<file path="src/rtl/pelican_mac_sequencer.sv">
// pelican_mac_sequencer: feeds the stall-free Pelican MAC core on its fixed schedule and returns the tag
module pelican_mac_sequencer #(
  parameter int MSG_NUM = 3,
  parameter int FIFO_DEPTH = 4
) (
  input  logic         clk,
  input  logic         rst,
  input  logic         start,
  input  logic [127:0] iv_in,
  input  logic [127:0] key_in,
  input  logic         blk_valid,
  input  logic [127:0] blk_data,
  output logic         blk_ready,
  output logic         tag_valid,
  output logic [127:0] tag,
  input  logic         tag_ready,
  output logic         busy,
  output logic         err_underrun,
  output logic         mac_rst,
  output logic         mac_load_iv,
  output logic [127:0] mac_din,
  input  logic         mac_load_k,
  input  logic         mac_load_m,
  input  logic [127:0] mac_dout,
  input  logic         mac_done
);
  localparam int NB = MSG_NUM + 1;
  localparam int FILL_N = FIFO_DEPTH < NB ? FIFO_DEPTH : NB;
  localparam int AW = FIFO_DEPTH > 1 ? $clog2(FIFO_DEPTH) : 1;
  localparam int FW = $clog2(FIFO_DEPTH + 1);
  localparam int CW = $clog2(NB + 1);
  typedef enum logic [2:0] {S_IDLE, S_FILL, S_LOAD, S_RUN, S_OUT} state_t;
  state_t r_state, w_next;
  logic [127:0] r_iv, r_key, r_tag;
  logic [127:0] r_mem [FIFO_DEPTH];
  logic [AW-1:0] r_wp, r_rp;
  logic [FW-1:0] r_cnt;
  logic [CW-1:0] r_acc;
  logic r_xor_pend, r_tag_valid, r_err;
  logic w_full, w_empty, w_ready, w_push, w_xor, w_pop;
  logic [127:0] w_head;
  function automatic logic [AW-1:0] nxt(input logic [AW-1:0] p);
    return p == AW'(FIFO_DEPTH - 1) ? '0 : p + AW'(1);
  endfunction
  assign w_full = r_cnt == FW'(FIFO_DEPTH);
  assign w_empty = r_cnt == '0;
  assign w_ready = (r_state == S_FILL || r_state == S_RUN) && !w_full && r_acc < CW'(NB);
  assign w_push = blk_valid && w_ready;
  assign w_xor = r_state == S_RUN && r_xor_pend;
  assign w_pop = w_xor && !w_empty;
  assign w_head = w_empty ? '0 : r_mem[r_rp];
  assign blk_ready = w_ready;
  assign tag_valid = r_tag_valid;
  assign tag = r_tag;
  assign busy = r_state != S_IDLE;
  assign err_underrun = r_err;
  // next state and core-facing drive; key load beats the message XOR, an empty FIFO drives zero
  always_comb begin
    w_next = r_state;
    case (r_state)
      S_IDLE:  w_next = start ? S_FILL : S_IDLE;
      S_FILL:  w_next = r_cnt >= FW'(FILL_N) ? S_LOAD : S_FILL;
      S_LOAD:  w_next = S_RUN;
      S_RUN:   w_next = mac_done ? S_OUT : S_RUN;
      S_OUT:   w_next = (r_tag_valid && tag_ready) ? S_IDLE : S_OUT;
      default: w_next = S_IDLE;
    endcase
    mac_rst = r_state != S_RUN;
    mac_load_iv = r_state == S_LOAD;
    mac_din = r_state == S_LOAD ? r_iv : r_state != S_RUN ? '0 : mac_load_k ? r_key : w_xor ? w_head : '0;
  end
  // state, FIFO pointers, block counters, sticky underrun and the returned tag
  always_ff @(posedge clk) begin
    if (rst) begin
      r_state <= S_IDLE;
      r_iv <= '0;
      r_key <= '0;
      r_wp <= '0;
      r_rp <= '0;
      r_cnt <= '0;
      r_acc <= '0;
      r_xor_pend <= 1'b0;
      r_err <= 1'b0;
      r_tag <= '0;
      r_tag_valid <= 1'b0;
    end else begin
      r_state <= w_next;
      r_xor_pend <= r_state == S_RUN && mac_load_m;
      if (r_state == S_IDLE && start) begin
        r_iv <= iv_in;
        r_key <= key_in;
        r_err <= 1'b0;
        r_acc <= '0;
        r_cnt <= '0;
        r_wp <= '0;
        r_rp <= '0;
      end else begin
        if (w_push) r_wp <= nxt(r_wp);
        if (w_pop) r_rp <= nxt(r_rp);
        r_cnt <= r_cnt + FW'(w_push) - FW'(w_pop);
        r_acc <= r_acc + CW'(w_push);
        if (w_xor && w_empty) r_err <= 1'b1;
      end
      if (r_state == S_RUN && mac_done) begin
        r_tag <= mac_dout;
        r_tag_valid <= 1'b1;
      end else if (r_state == S_OUT && tag_ready) begin
        r_tag_valid <= 1'b0;
      end
    end
  end
  // message block storage
  always_ff @(posedge clk) begin
    if (w_push) r_mem[r_wp] <= blk_data;
  end
endmodule

</file>
<file path="config.mk">
export PLATFORM = sky130hd
export DESIGN_NAME = pelican_mac_sequencer
export DESIGN_NICKNAME = d
export VERILOG_FILES = /design/src/rtl/pelican_mac_sequencer.sv
export SDC_FILE = /design/constraint.sdc
export NUM_CORES = 1
export LEC_CHECK = 0
export CAP_MARGIN = 20
export CORE_AREA = 8 8 295 297
export DETAILED_ROUTE_END_ITERATION = 10
export DIE_AREA = 0 0 303 305
export PLACE_DENSITY = 0.73
export SETUP_SLACK_MARGIN = 0.1
export SLEW_MARGIN = 5
export SYNTH_ARGS = -nofsm -noshare
export SYNTH_HDL_FRONTEND = slang
export SYNTH_SLANG_ARGS = --single-unit
</file>
<file path="constraint.sdc">
create_clock -name clk -period 4.6 [get_ports clk]
set_clock_uncertainty 0.1 [all_clocks]
set_input_delay 0.46 -clock clk [delete_from_list [all_inputs] [get_ports clk]]
set_output_delay 0.46 -clock clk [all_outputs]
set_load 0.01 [all_outputs]
</file>
---- Yosys cells after proc, flatten, opt, wreduce, memory -nomap -nowiden ----
Memories as Yosys holds them, arrays and structs flattened. A register that Yosys moved wholly into a read port is not among the register bits.
Index checks and enable logic that the tools add are counted.
word-level totals
  flip-flop bits (word level) ............. 400
  RAM bits ................................ 512
  output and inout port bits .............. 262
  memories ................................ 1
cells by class
  add/sub/neg operators ................... 5
  magnitude comparators ................... 2
  equality and inequality tests ........... 8
  muxes and demuxes ....................... 18
  reduce and logical (&&, ||, !) cells .... 19
memory list
  name   depth  bits a word  rd ports  clocked after memory_dff  write ports  line  text
  r_mem  4      128          1         1                         1            35    logic [127:0] r_mem [FIFO_DEPTH];
operators with widths
  operator                                       count
  two-way mux 128 bit                            5
  one-hot mux 3 bit (5 select lines)             1
  logical AND 1 bit                              11
  two-way mux 2 bit                              5
  adder 3 x 1 -> 3 bit                           2
  == test 3 x 2 -> 1 bit, second input constant  2
  == test 3 bit, second input constant           2
  zero test 3 bit                                2
  two-way mux 3 bit                              2
  two-way mux 1 bit                              5
  adder 2 x 1 -> 2 bit, second input constant    2
  == test 2 bit, second input constant           2
  == test 3 x 1 -> 1 bit, second input constant  1
  >= comparator 3 bit, second input constant     1
  < comparator 3 bit, second input constant      1
  != test 3 x 2 -> 1 bit, second input constant  1
  nonzero test 3 bit                             1
  subtractor 3 x 1 -> 3 bit                      1
  zero test 1 bit                                2
  nonzero test 2 bit                             1
  OR reduction 2 bit                             1
  logical OR 1 bit                               1

---- Logic depth before layout (Yosys ltp) ----
  word-level depth ........................ 7
  gate-level depth with buffers ........... 9

---- Least setup slack after synthesis ----
No wires, ideal clock.
  path kind ............................... reg-to-reg
  start point ............................. register r_state[0]
  end point ............................... memory r_mem[3][0] (enable)
  library setup time ...................... 502 ps
  arrival ................................. 4021 ps
  required time ........................... 3998 ps
  setup slack ............................. -23 ps
  stages on the path, launching flop included .. 5
  path buffers ............................ 1
  period minus slack after synthesis ...... 4623 ps
  cells stage by stage .................... dfxtp_1 > buf_4 > nand2b_1 > nor4b_4 > and2_1
on the way
  word-level cells in the longest chain between the ends .. 7
RTL lines
  element                                                                  line  text
  from (decl)                                                              33    state_t r_state, w_next;
  from (signal assigned)                                                   87    r_state <= w_next;
  == test 3 x 1 -> 1 bit / == test 3 x 2 -> 1 bit (equally long branches)  47    assign w_ready = (r_state == S_FILL || r_state == S_RUN) && !w_full && r_acc < CW'(NB);
  logical OR 1 bit (*)                                                     47
  logical AND 1 bit (*) (2 in a row)                                       47
  logical AND 1 bit (*)                                                    48    assign w_push = blk_valid && w_ready;
  two-way mux 1 bit (*)                                                    114   if (w_push) r_mem[r_wp] <= blk_data;
  two-way mux 1 bit (not written as such) (*)                              114
  to (decl)                                                                35
Every way passes the cells marked *; elsewhere a longest branch is shown, timed or not.

---- Worst setup path after layout ----
  start point ............................. register r_state[1]
  end point ............................... output mac_din[31]
on the way
  word-level cells in the longest chain between the ends .. 6
RTL lines
  element                           line  text
  == test 3 x 2 -> 1 bit            49    assign w_xor = r_state == S_RUN && r_xor_pend;
  logical AND 1 bit                 49
  two-way mux 128 bit (3 in a row)  70    mac_din = r_state == S_LOAD ? r_iv : r_state != S_RUN ? '0 : mac_load_k ? r_key : w_xor ? w_head : '0;
  two-way mux 128 bit (*)           70
  to (decl)                         21    output logic [127:0] mac_din,
Marks and branches as above.

==> summary by stage <==
CTS
The tree built by TritonCTS fans out to 914 sinks. The maximum number of buffers from clock root to sink is 3. Clock tree synthesis selected as its root buffer the cell sky130_fd_sc_hd__clkbuf_16. The clock transition at the register clock pins on the worst setup and hold paths after CTS is 0.06 ns. Clock latency on the worst-skew pair, taken at its later pin, is 0.64 ns.

The clock tree synthesis step divided the H-tree into 3 levels. Buffers added to address setup during post-CTS repair amount to 0. The total of cells resized after clock tree synthesis is 0. The number of hold buffers added after CTS is 0.

The number of clock buffers added by TritonCTS is 93. The TritonCTS clock tree is done.

Setup path
The critical path arrival is 3.39 ns. The worst setup path is launched from a register. For the worst setup path, the data required time is 4.04 ns. The reg-to-reg setup timing slack is 1.65 ns. The largest driver fanout on the critical path is between 100 and 150. The worst setup path is captured at an output pin.

The kind of critical path is reg2out.

Finish
Cells with a size suffix above 1 make up 9.001% of the layout. Summing all non-filler instances in the final layout gives an area of 0.04747 mm^2. The layout overhead on the synthesized area is 33.91%.

In the final design database the tool counted 4103 nets. The leading cell type in the layout, fill and taps excluded is sky130_fd_sc_hd__clkdlybuf4s50_1. The library cells used most frequently in the layout, excluding fill and tap cells, are sky130_fd_sc_hd__clkdlybuf4s50_1, sky130_fd_sc_hd__nand2_1, sky130_fd_sc_hd__edfxtp_1, sky130_fd_sc_hd__dfxtp_1, sky130_fd_sc_hd__a21oi_1.

GRT
For this run, global-route usage on met1 was measured as between 20% and 30%. Global routing used 39.81% of the available met2 tracks. The global-route wire length before repair is 167800 um. The most used routing layer in global routing is met2. The all-layer global routing usage is between 20 and 25%. The global-route congestion overflow total is 0. Global routing used 6.139% of the available met3 tracks. The pin count of the biggest net entering global routing is roughly 190. The initial antenna violation count came to 45. The number of global-route vias before repair came to 25680.

Power
IR analysis of the VDD net gives a maximum drop of 0.3175 mV. The analysis attributes to cell leakage a power of 15.33 nW. In this run the power density over the cells is 371.5 mW/mm^2.

STA
In this run the tightest slew margin relative to its limit is 18.19%. Once routing completed, OpenROAD measured the worst setup slack at between 0.6 and 0.7 ns. The final critical path takes up about 86% of the cycle. The final-report hold violation count is 0. The number of endpoints failing setup at the final stage is 0.

For the pin with the worst max-slew slack, the measured transition is 1.227 ns. Timing would allow up to 253.4 MHz. The setup TNS is 0 ns. Setup repair after global routing left no endpoint under its margin.

The minimum clock period is 3.946 ns. The number of max-slew violations in the final report is 0.

Logic synthesis
The xor-xnor portion of the synthesized cell area is 0.09882%. The count of distinct cell types in the synthesized netlist is 38. The area share of the largest cell type after synthesis is roughly 43%. The leading area contributor after synthesis is sky130_fd_sc_hd__edfxtp_1. By area the synthesized netlist is led by sky130_fd_sc_hd__edfxtp_1, sky130_fd_sc_hd__dfxtp_1, sky130_fd_sc_hd__nand2_1, sky130_fd_sc_hd__mux4_2, sky130_fd_sc_hd__a21oi_1. Yosys printed 0 warnings. The number of nets produced by synthesis is 3414. The flip-flop and latch count after synthesis is 914. In the synthesized netlist, mux cells make up 8.217% of the area. The number of instances in the synthesized netlist is 2886. The synthesized area per cell is 12.28 um^2. The share of synthesized cell area in and, or, nand and nor gates is 11.28%. Summing the areas of all compound-gate instances in the mapped netlist gives 11.04% of the synthesized area. By area, the combinational part of the netlist is dominated by simple AND/OR/NAND/NOR gates. The netlist area before placement is around 0.035 mm^2.

The sequential area share after synthesis is 66.07%. The adder-cell share of the synthesized area is 0.3035%.

Drt
The detail-routed via count per cell is 5.435. The post-route DRC violation count is 0. The post-detailed-route count of antenna-violating nets is 0. For this block, the initial DRC count from the detailed router was 2299. The per-cell routed wire length is 24.40 um.

After detailed routing, the total wire length is approximately 120000 um. The total number of vias is 25930. The first-pass iteration count of the detailed router is 6.

Job
The count of maximum capacitance violations is 0.

Die
The overall die area is 0.09242 mm^2. 782 I/O pins were placed. The floorplan die width is just over 300 um. The initial core utilization is 42.90%.

The region available for standard cell placement spans 0.08263 mm^2. In this run the vertical extent of the chip is 305 um. The floorplan row count is about 110.

Min path
The class of the most critical hold timing path is in2reg.

Placement
Summing all placed instances gives a cell area of 0.04429 mm^2. In this run the tool buffered the top-level ports with 781 buffer cells. The post-placement setup slack is 1.329 ns. Detailed placement ended at an HPWL of 81160 um. The routability congestion estimate is ~0.87.

Run status
The flow ran to the end, and the final reports show no timing, DRC or antenna violations.
[stage by stage]
step | hold slack [ns] | total power, mW | instances | util [%]
3_5_place_dp | 0.3420 | 10.26 | 4560 | 53.61
2_1_floorplan | 0.3318 | 9.555 | 2886 | -
6_report | 0.07310 | 17.64 | 4771 | 57.45
3_3_place_gp | 0.3368 | 10.25 | 4560 | 53.61
5_1_grt | 0.05352 | 18.18 | 4762 | 57.43
4_1_cts | 0.03032 | 17.76 | 4735 | 57.35
[critical path, cell delays in order (launching register included)]
cell                              delay (ns)
sky130_fd_sc_hd__dfxtp_1                0.68
sky130_fd_sc_hd__nand4b_1               0.31
sky130_fd_sc_hd__nor4_2                 0.31
sky130_fd_sc_hd__buf_12                 0.50
sky130_fd_sc_hd__o2bb2ai_1              0.22
sky130_fd_sc_hd__clkdlybuf4s50_1        0.61
[cell families after synthesis]
group           Yosys count
xor+xnor                  4
fa+ha+maj                 8
simple gates            943
flops                   914
mux                     131
buf+inv                 234
compound gates          652
[state kept, by name, summed over array words and instances (netlist names), named ones only]
register and count:
tag 128, err_underrun 1, r_iv 128, r_key 128, r_acc 3, tag_valid 1
r_cnt 3, r_wp 2, r_mem 512, r_xor_pend 1, r_rp 2, r_state 3
[per-layer routing]
metal  up-vias  part of all wire [%]
met1     12680                    36
met4        18                   7.2
met5         -                  0.11
li1      11880                     -
met3       266                   7.9
met2      1087                    49
[synthesized netlist by cell type]
cell type / count
sky130_fd_sc_hd__a2111oi_0: 1
sky130_fd_sc_hd__a21o_1: 1
sky130_fd_sc_hd__a21oi_1: 389
sky130_fd_sc_hd__a22oi_1: 1
sky130_fd_sc_hd__a31oi_1: 128
sky130_fd_sc_hd__and2_1: 5
sky130_fd_sc_hd__and3_1: 3
sky130_fd_sc_hd__and4b_1: 2
sky130_fd_sc_hd__buf_1: 4
sky130_fd_sc_hd__buf_2: 102
sky130_fd_sc_hd__buf_4: 14
sky130_fd_sc_hd__clkbuf_1: 110
sky130_fd_sc_hd__dfxtp_1: 402
sky130_fd_sc_hd__edfxtp_1: 512
sky130_fd_sc_hd__fa_1: 1
sky130_fd_sc_hd__ha_1: 7
sky130_fd_sc_hd__inv_1: 4
sky130_fd_sc_hd__mux2i_1: 3
sky130_fd_sc_hd__mux4_2: 128
sky130_fd_sc_hd__nand2_1: 773
sky130_fd_sc_hd__nand2b_1: 3
sky130_fd_sc_hd__nand3_1: 4
sky130_fd_sc_hd__nand3b_1: 2
sky130_fd_sc_hd__nand4b_1: 2
sky130_fd_sc_hd__nor2_1: 6
sky130_fd_sc_hd__nor2b_1: 129
sky130_fd_sc_hd__nor3_1: 4
sky130_fd_sc_hd__nor3b_1: 2
sky130_fd_sc_hd__nor4_1: 1
sky130_fd_sc_hd__nor4b_4: 2
sky130_fd_sc_hd__o21ai_0: 3
sky130_fd_sc_hd__o2bb2ai_1: 128
sky130_fd_sc_hd__o31ai_1: 1
sky130_fd_sc_hd__or3_1: 2
sky130_fd_sc_hd__or4_1: 2
sky130_fd_sc_hd__or4b_1: 1
sky130_fd_sc_hd__xnor2_1: 3
sky130_fd_sc_hd__xor2_1: 1
[final cells by class]
class | count | area [um^2]
Clock inverter | 45 | 427.9
Clock buffer | 130 | 2661
Sequential cell | 914 | 23430
Tap cell | 1080 | 1351
Inverter | 4 | 15.01
Antenna cell | 36 | 90.09
Fill cell | 6622 | 35150
Timing Repair Buffer | 824 | 8493
Multi-Input combinational cell | 1738 | 11000
[worst paths after layout]
path | end | cells after the start | from
setup / recovery | mac_din[31] | 5 | r_state[1]
hold / removal | r_key[16] | 2 | rst
setup reg to reg | r_mem[0][46] | 4 | r_state[2]
hold reg to reg | r_iv[10] | 2 | r_iv[10]
[power by group]
group	internal (mW)	leakage, nW	switching, mW
clock	4.35	1.52	3.19
sequential	8.82	7.91	0.0859
combinational	0.602	5.90	0.590
total	13.8	15.3	3.86
Note: power is estimated with default switching activity, not from simulation.
